[config.mk]
export PLATFORM = sky130hd
export DESIGN_NAME = filter_mode_scheduler_flat
export DESIGN_NICKNAME = d
export VERILOG_FILES = /design/src/rtl/filter_mode_scheduler_if.sv /design/src/rtl/filter_mode_scheduler.sv /design/src/flat_wrapper.sv
export SDC_FILE = /design/constraint.sdc
export NUM_CORES = 1
export LEC_CHECK = 0
export BUFFER_PORTS_ARGS = -buffer_cell sky130_fd_sc_hd__buf_2
export CAP_MARGIN = 20
export CORE_ASPECT_RATIO = 1.75
export CORE_MARGIN = 2
export CORE_UTILIZATION = 25
export DETAILED_ROUTE_END_ITERATION = 10
export GPL_TIMING_DRIVEN = 0
export MAX_ROUTING_LAYER = met4
export SLEW_MARGIN = 20
export SYNTH_ARGS = -nofsm -noshare
export SYNTH_HDL_FRONTEND = slang
export SYNTH_SLANG_ARGS = --single-unit
export TNS_END_PERCENT = 100
[constraint.sdc]
create_clock -name clk -period 2.2 [get_ports clk]
set_input_delay 0.44 -clock clk [delete_from_list [all_inputs] [get_ports clk]]
set_output_delay 0.44 -clock clk [all_outputs]
set_load 0.02 [all_outputs]
[src/rtl/filter_mode_scheduler_if.sv]
`timescale 1ns/1ps
// filter_mode_scheduler_if: bundles the balance/identify requests and the filter-bank outputs.
// Latency: none; this is wiring only.
// Backpressure: none; the requester holds i_id_req as a level. o_timeout exists only with FILTER_SCHED_TIMEOUT_EN.
interface filter_mode_scheduler_if;
  logic [1:0] i_bal_sel;
  logic       i_id_req;
  logic [1:0] i_id_sel;
  logic       i_id_done;
  logic [1:0] o_filter_select_out;
  logic       o_ready;
  logic       o_settling;
`ifdef FILTER_SCHED_TIMEOUT_EN
  logic       o_timeout;
`endif

  // Driver side: supplies the requests and observes the scheduler outputs.
  modport master (
`ifdef FILTER_SCHED_TIMEOUT_EN
    input  o_timeout,
`endif
    output i_bal_sel,
    output i_id_req,
    output i_id_sel,
    output i_id_done,
    input  o_filter_select_out,
    input  o_ready,
    input  o_settling
  );

  // Scheduler side.
  modport slave (
`ifdef FILTER_SCHED_TIMEOUT_EN
    output o_timeout,
`endif
    input  i_bal_sel,
    input  i_id_req,
    input  i_id_sel,
    input  i_id_done,
    output o_filter_select_out,
    output o_ready,
    output o_settling
  );
endinterface

[src/rtl/filter_mode_scheduler.sv]
`timescale 1ns/1ps
// filter_mode_scheduler: arbitrates the shared filter bank between the balance loop and identify logic.
// Latency: one clk from any input to every output; all outputs are registers.
// Backpressure: identify waits for MIN_HOLD plus the settle window; FILTER_SCHED_TIMEOUT_EN adds an ID watchdog.
module filter_mode_scheduler #(
  parameter int SETTLE_CYCLES = 8,
  parameter int MIN_HOLD      = 32,
  parameter int ID_TIMEOUT    = 1000
) (
  input logic                    clk,
  input logic                    rst,
  filter_mode_scheduler_if.slave bus
);

  typedef enum logic [1:0] {
    ST_BAL     = 2'd0,
    ST_SET_ID  = 2'd1,
    ST_ID      = 2'd2,
    ST_SET_BAL = 2'd3
  } state_t;

  // A settle window of N cycles is entered with N-1 and leaves on the cycle it reads 0.
  localparam logic [7:0] SETTLE_LAST = 8'(SETTLE_CYCLES - 1);
  localparam logic [9:0] HOLD_MAX    = 10'(MIN_HOLD);

  state_t     r_state;
  logic [9:0] r_hold;
  logic [7:0] r_settle;
  logic [1:0] r_sel;
  logic       r_ready;
  logic       r_settling;

  logic       w_hold_met;
  logic       w_settle_done;
  logic       w_wd_expired;
  logic       w_id_exit;

`ifdef FILTER_SCHED_TIMEOUT_EN
  localparam logic [15:0] WD_LAST = 16'(ID_TIMEOUT - 1);

  logic [15:0] r_wd;
  logic        r_timeout;

  // The watchdog trips on the ID_TIMEOUT-th cycle spent in ID.
  assign w_wd_expired  = (r_state == ST_ID) && (r_wd == WD_LAST);
  assign bus.o_timeout = r_timeout;
`else
  // Without the watchdog, identify may keep the filter for as long as it asks.
  logic w_unused_id_timeout;
  assign w_unused_id_timeout = ^16'(ID_TIMEOUT);
  assign w_wd_expired        = 1'b0;
`endif

  assign w_hold_met    = (r_hold == HOLD_MAX);
  assign w_settle_done = (r_settle == 8'd0);
  // id_done takes priority simply by being one of the exit causes; all causes lead to SET_BAL.
  assign w_id_exit     = bus.i_id_done || !bus.i_id_req || w_wd_expired;

  // State, counters and outputs advance together; outputs reflect the state being entered.
  always_ff @(posedge clk or posedge rst) begin
    if (rst) begin
      r_state    <= ST_BAL;
      r_hold     <= '0;
      r_settle   <= '0;
      r_sel      <= 2'b00;
      r_ready    <= 1'b0;
      r_settling <= 1'b0;
`ifdef FILTER_SCHED_TIMEOUT_EN
      r_wd       <= '0;
      r_timeout  <= 1'b0;
`endif
    end else begin
      case (r_state)
        ST_BAL: begin
          if (bus.i_id_req && w_hold_met) begin
            r_state    <= ST_SET_ID;
            r_settle   <= SETTLE_LAST;
            r_sel      <= bus.i_id_sel;
            r_settling <= 1'b1;
          end else begin
            r_sel <= bus.i_bal_sel;
            if (!w_hold_met) begin
              r_hold <= r_hold + 10'd1;
            end
          end
        end

        ST_SET_ID: begin
          if (!w_settle_done) begin
            r_settle <= r_settle - 8'd1;
            r_sel    <= bus.i_id_sel;
          end else if (bus.i_id_req) begin
            r_state    <= ST_ID;
            r_sel      <= bus.i_id_sel;
            r_ready    <= 1'b1;
            r_settling <= 1'b0;
`ifdef FILTER_SCHED_TIMEOUT_EN
            r_wd       <= '0;
`endif
          end else begin
            // Requester gave up during the settle: hand the filter straight back.
            r_state  <= ST_SET_BAL;
            r_settle <= SETTLE_LAST;
            r_sel    <= bus.i_bal_sel;
          end
        end

        ST_ID: begin
          if (w_id_exit) begin
            r_state    <= ST_SET_BAL;
            r_settle   <= SETTLE_LAST;
            r_sel      <= bus.i_bal_sel;
            r_ready    <= 1'b0;
            r_settling <= 1'b1;
          end else begin
            r_sel <= bus.i_id_sel;
`ifdef FILTER_SCHED_TIMEOUT_EN
            r_wd  <= r_wd + 16'd1;
`endif
          end
`ifdef FILTER_SCHED_TIMEOUT_EN
          if (w_wd_expired) begin
            r_timeout <= 1'b1;
          end
`endif
        end

        ST_SET_BAL: begin
          // id_req is deliberately not looked at here; the balance loop always gets its hold time.
          r_sel <= bus.i_bal_sel;
          if (!w_settle_done) begin
            r_settle <= r_settle - 8'd1;
          end else begin
            r_state    <= ST_BAL;
            r_hold     <= '0;
            r_settling <= 1'b0;
          end
        end

        default: begin
          r_state <= ST_BAL;
        end
      endcase
    end
  end

  assign bus.o_filter_select_out = r_sel;
  assign bus.o_ready             = r_ready;
  assign bus.o_settling          = r_settling;

endmodule

[src/flat_wrapper.sv]
// flat-port wrapper written by rule: the top's interface ports become plain ports
module filter_mode_scheduler_flat 
#(
  parameter int SETTLE_CYCLES = 8,
  parameter int MIN_HOLD      = 32,
  parameter int ID_TIMEOUT    = 1000
)
  (clk, rst, bus_i_bal_sel, bus_i_id_req, bus_i_id_sel, bus_i_id_done, bus_o_filter_select_out, bus_o_ready, bus_o_settling);
  filter_mode_scheduler_if bus_i ();
  input logic clk;
  input logic rst;
  input wire logic [$bits(bus_i.i_bal_sel)-1:0] bus_i_bal_sel;
  input wire logic [$bits(bus_i.i_id_req)-1:0] bus_i_id_req;
  input wire logic [$bits(bus_i.i_id_sel)-1:0] bus_i_id_sel;
  input wire logic [$bits(bus_i.i_id_done)-1:0] bus_i_id_done;
  output wire logic [$bits(bus_i.o_filter_select_out)-1:0] bus_o_filter_select_out;
  output wire logic [$bits(bus_i.o_ready)-1:0] bus_o_ready;
  output wire logic [$bits(bus_i.o_settling)-1:0] bus_o_settling;
  assign bus_i.i_bal_sel = bus_i_bal_sel;
  assign bus_i.i_id_req = bus_i_id_req;
  assign bus_i.i_id_sel = bus_i_id_sel;
  assign bus_i.i_id_done = bus_i_id_done;
  assign bus_o_filter_select_out = bus_i.o_filter_select_out;
  assign bus_o_ready = bus_i.o_ready;
  assign bus_o_settling = bus_i.o_settling;
  filter_mode_scheduler #(.SETTLE_CYCLES(SETTLE_CYCLES), .MIN_HOLD(MIN_HOLD), .ID_TIMEOUT(ID_TIMEOUT)) u_core (.clk(clk), .rst(rst), .bus(bus_i));
endmodule
==> results of run 1 <==
final cells by class:
| type | count | share of cell area (%) |
|---|---|---|
| multi-input cells | 139 | 51.7 |
| flip-flops and latches | 24 | 29.9 |
| well taps | 82 | 5.09 |
| repair buffers | 16 | 4.60 |
| clock buffers | 4 | 4.41 |
| inverters | 12 | 2.24 |
| plain buffers | 8 | 2.11 |
registers in the layout (all words and copies together), names as in the netlist:
register / count
u_core.bus.o_ready: 1
u_core.bus.o_filter_select_out: 2
u_core.bus.o_settling: 1
u_core.r_hold: 10
u_core.r_settle: 8
u_core.r_state: 2
per-stage QoR:
step	worst slack, ns	cells
6_report	-0.0195	285
5_1_grt	-0.0526	285
4_1_cts	-0.0309	282
3_5_place_dp	-0.117	276
3_3_place_gp	-0.116	276
2_1_floorplan	0.0458	183
power breakdown:
part           total (mW)  switching, mW  internal, mW  leakage [nW]
clock               0.445          0.166         0.278        0.0442
combinational        1.26          0.739         0.516         0.493
sequential          0.623         0.0852         0.538         0.304
total                2.32          0.991          1.33         0.841
routing by layer:
metal	GRT usage, %	wire [um]
met1	12.8	1740
met5	-	0
met2	23.4	2460
met4	5.44	97
met3	2.20	83
placed cells by master (no fill, tap or decap), drive strengths merged, types with 5 or more instances in the layout:
cell type,instances
buf,18
nor4,5
nand3,7
dfrtp,24
inv,11
clkbuf,10
ha,8
nor2,9
o21ai,7
o211ai,5
a21oi,8
o22ai,5
nand2,16
nor3,7
o41ai,6
worst max-delay path: stages (launching register included):
cell and delay, ns:
dfrtp_1 0.41, or4_4 0.57, or4_4 0.52, mux2_4 0.31, a221o_1 0.29
timing repair:
action | CTS | global route
buffers inserted | 2 | 3
setup endpoints to repair | 5 | 10
pin swaps | 2 | 2
resized for setup | 3 | 8
kinds of logic (layout without fill, tap and decap cells):
| group | Yosys count | after routing |
|---|---|---|
| buf+inv | 20 | 40 |
| flops | 24 | 24 |
| compound gates | 55 | 55 |
| mux | 4 | 4 |
| xor+xnor | 4 | 4 |
| fa+ha+maj | 8 | 8 |
| simple gates | 68 | 68 |
final timing paths:
kind | to | startpoint | slack (ns)
max | u_core.bus.o_filter_select_out[1]$_DFF_PP0_ | u_core.r_hold[2]$_DFFE_PP0P_ | -0.02
min | u_core.bus.o_filter_select_out[0]$_DFF_PP0_ | rst | 0.27
max reg2reg | u_core.bus.o_filter_select_out[1]$_DFF_PP0_ | u_core.r_hold[2]$_DFFE_PP0P_ | -0.02
min reg2reg | u_core.bus.o_settling$_DFFE_PP0P_ | u_core.bus.o_settling$_DFFE_PP0P_ | 0.53
max in group asynchronous | u_core.r_hold[0]$_DFFE_PP0P_ | rst | 1.46
min in group clk | u_core.bus.o_filter_select_out[0]$_DFF_PP0_ | bus_i_bal_sel[0] | 0.40
==> results.toml, run 1 <==
[cts]
cts_hold_buffers = 0
tritoncts = "built"
htree_levels = 1
cts_buffers = 3
clock-sinks = 24
cts.path.max_buffers = 2
cts.clk_slew.worst_paths_ns = 0.06
cts_root_buf = "clkbuf_16"
insertion_delay_ns = 0.26

[routing]
first_pass_iters = 4
routed_wirelength_um = 4390
wire_per_inst_um = 15.4
viasPerCell = 5.42
antenna_left = 0
vias = 1544
drc = 0
drt_iter0_drc = 108

[floorplanning]
die_h_um = 113
start_util_pct = 25.7
die_area_mm2 = 0.00743
ioPinCount = 12
die_w_um = 66.0
coreArea_mm2 = 0.00654
row_count = 39

[synth]
yosys.area_share.xor_xnor_pct = 2.08
synth_edf_count = 0
netlist_instances = 183
yosysMostFrequentCell = "dfrtp_1"
yosysWarnings = 0
synth_compound_area_share_pct = 25.4
synthSimpleGateAreaFrac_pct = 23.0
syn-num-nets = 199
syn-cell-area_mm2 = 0.00168
synth.area.top_cells = "dfrtp_1 (36%), ha_1 (5.9%), nand2_1 (3.6%)"
yosysTopAreaCellShare_pct = 35.7
synth_common_cells = "dfrtp_1 (24), nand2_1 (16), inv_1 (12)"
synth_top_family_by_area = "compound AO/OA/AOI/OAI gates"
synth.distinct_cells = 54
ys_seq_area_share_pct = 35.7
synth_seq_cells = 24
async_reset_ff_share_pct = 100
synth_flop_cell = "dfrtp_1"
synth_largest_area_cell = "dfrtp_1"
synthMuxAreaShare_pct = 2.83
yosys.area_share.adder_pct = 5.95
avgSynthCellArea_um2 = 9.20

[final_layout]
layout.nets = 220
area_growth_pct = 19.7
final_cell_area_mm2 = 0.00201
final_util_pct = 30.8
multiInputGateArea_mm2 = 0.00104
ff_latch_area_um2 = 602
fill_cells = 721
drive_gt1_share_pct = 21.2
antenna_cells = 0

[run_status]
violations = "negative setup slack"
status = "finished with violations"

[hold_path]
hold_path_class = "input port to async pin"

[worst_setup_path]
cp_max_fo = 5
crit_arrival_ns = 2.36
worst_setup_path_start_kind = "flop"
worst-setup-path-type = "flop to flop"
rr_worst_depth = 4
cp-end-kind = "flop"
cp.required_ns = 2.34

[sta]
layout_setup_ws_ns = -0.0195
finalHoldViolations = 0
finalSetupTns_ns = -0.0195
worstMarginPinSlew_ns = 0.942
holdWs_ns = 0.266
fin_crit_ns = 2.22
min_period_over_period_pct = 101
fmax_ghz = 0.451
slew-limit-headroom_pct = 36.8
setup_viol = 1
rsz0062_at_grt = "true"
drv_slew = 0
fin_skew_ns = 0.00417

[place]
dpl_cell_area_mm2 = 0.00184
hpwl_um = 3230
port_buffers = 11
gp_congestion = 0.809

[power]
p_total_mw = 2.32
pwr_density_cell_mw_per_mm2 = 1150
p_leak_nw = 0.841
peakVddDrop_mv = 0.436

[global_route]
overflow = 0
grt.total_usage_pct = 12.8
grt_pass1_wl_um = 7310
grt_max_degree = 25
antenna_found_initial = 0
grt_pass1_vias = 1553

[run]
max_cap_violations = 0
Note: power is estimated with default switching activity, not from simulation.
==> inputs of run 2 (changes only) <==
--- a/config.mk
+++ b/config.mk
@@ -13,6 +13,8 @@
 export DETAILED_ROUTE_END_ITERATION = 10
 export GPL_TIMING_DRIVEN = 0
 export MAX_ROUTING_LAYER = met4
+export PLACE_DENSITY = 0.45
+export SKIP_CTS_REPAIR_TIMING = 1
 export SLEW_MARGIN = 20
 export SYNTH_ARGS = -nofsm -noshare
 export SYNTH_HDL_FRONTEND = slang
==> run 2 against run 1 <==
Critical endpoint unchanged. First-iteration DRC count shrank 46%. Largest power group unchanged. Non-clock buffer count grew 5. Cell count grew 1.8%. Core utilization grew 1.2 points. Fmax shrank 0.98%. The flow still finishes with violations (negative setup slack). Power grew 5.6%.
==> results.toml, run 2 (same netlist as run 1, synthesis figures left out) <==
[routing]
wire_per_inst_um = 16.7
drc = 0
viasPerCell = 5.30
wl_met1_um = 1830
wl_met2_um = 2920
route.met3.wl_um = 66
routed.top_layer = "met4"
first_pass_iters = 6
routed_wirelength_um = 4840
antenna_left = 0
drt_iter0_drc = 58
vias = 1537

[floorplanning]
die_area_mm2 = 0.00743
die_w_um = 66.0
row_count = 39
ioPinCount = 12
die_h_um = 113
coreArea_mm2 = 0.00654
start_util_pct = 25.7

[worst_setup_path]
crit_top_cell = "or4_4"
cpPeakStageDelay_ns = 0.59
cp_max_fo = 4
cpMaxStageDelayCell = "or4_4"
worst_setup_path_start_kind = "flop"
r2r-start = "u_core.r_hold[4]$_DFFE_PP0P_"
cp-startpoint = "u_core.r_hold[4]$_DFFE_PP0P_"
cp-end-kind = "flop"
cp_cell_sequence = "or4_4, or4_4, mux2_4, a221o_1"
crit_arrival_ns = 2.39
worst-setup-path-type = "flop to flop"
cp.required_ns = 2.35

[global_route]
grt_pass1_vias = 1576
antenna_found_initial = 0
grt_pass1_wl_um = 8000
overflow = 0
grt.total_usage_pct = 14.4
grt_max_degree = 25

[power]
p_leak_nw = 0.877
pwr_density_cell_mw_per_mm2 = 1170
peakVddDrop_mv = 0.369

[run_status]
violations = "negative setup slack"
status = "finished with violations"

[sta]
min_period_over_period_pct = 102
layout_setup_ws_ns = -0.0415
fin_skew_ns = 0.00779
finalSetupTns_ns = -0.0514
drv_slew = 0
setup_viol = 2
fin_crit_ns = 2.24
finalHoldViolations = 0
rsz0062_at_grt = "true"
fmax_ghz = 0.446
worstMarginPinSlew_ns = 0.481
slew-limit-headroom_pct = 67.9

[place]
port_buffers = 11
gp_congestion = 0.761
hpwl_um = 3630
dpl_worst_slack_ns = -0.123

[run]
max_cap_violations = 0

[cts]
cts_buffers = 3
clock-sinks = 24
htree_levels = 1
cts_root_buf = "clkbuf_16"
cts.path.max_buffers = 2
insertion_delay_ns = 0.26
tritoncts = "built"
cts.clk_slew.worst_paths_ns = 0.07

[final_layout]
area_growth_pct = 24.5
top_regs = "u_core.r_hold (10), u_core.r_settle (8)"
final_cell_mix = "dfrtp_1 (23), nand2_1 (15), inv_1 (11), buf_2 (11), buf_4 (10)"
antenna_cells = 0
drive_gt1_share_pct = 25.0
largest_reg_flops = 10
layout.nets = 225
largest_register = "u_core.r_hold"
final_common_cell = "dfrtp_1"

[hold_path]
hold_path_class = "input port to async pin"
run 2: worst paths after layout:
path                                                               endpoint  slack [ns]  cells past startpoint
worst max-delay path            u_core.bus.o_filter_select_out[1]$_DFF_PP0_       -0.04                      4
worst max register to register  u_core.bus.o_filter_select_out[1]$_DFF_PP0_       -0.04                      4
max in group asynchronous                      u_core.r_hold[0]$_DFFE_PP0P_        1.70                      3
worst min register to register            u_core.bus.o_settling$_DFFE_PP0P_        0.51                      2
min in group clk                u_core.bus.o_filter_select_out[0]$_DFF_PP0_        0.39                      2
worst min-delay path                      u_core.bus.o_settling$_DFFE_PP0P_        0.11                      2
run 2: area by class of cell:
class                      count  area, um2
multi-input combinational    139       1060
fill                         714       4440
buffer                         8       42.5
clock buffer                   4       88.8
tap                           82        103
inverter                      12       45.0
timing repair buffer          21        150
sequential                    24        602
run 2: per-layer routing:
metal,up-vias,GRT usage [%]
met1,771,14.2
met4,0,3.40
met2,12,28.5
li1,752,-
met5,-,-
met3,2,1.70
run 2: stage by stage:
step	utilization, %	hold slack [ns]	instance area, um2	cells	power [mW]
global route	32.0	0.117	2090	290	2.66
floorplan	-	0.455	1680	183	1.52
finish	32.0	0.105	2090	290	2.45
global placement	28.1	0.507	1840	276	1.83
detailed placement	28.1	0.512	1840	276	1.84
CTS	29.5	0.396	1930	280	2.30
run 2: worst max-delay path: cells and delay by family, from the launching register on:
family	cells	cell delay, ns
flops	1	0.41
mux	1	0.31
simple gates	2	1.11
compound gates	1	0.30
run 2: power breakdown:
part	internal (mW)	switching, mW	total, mW
clock network	0.279	0.176	0.454
logic	0.580	0.792	1.37
registers	0.537	0.0887	0.626
total	1.40	1.06	2.45
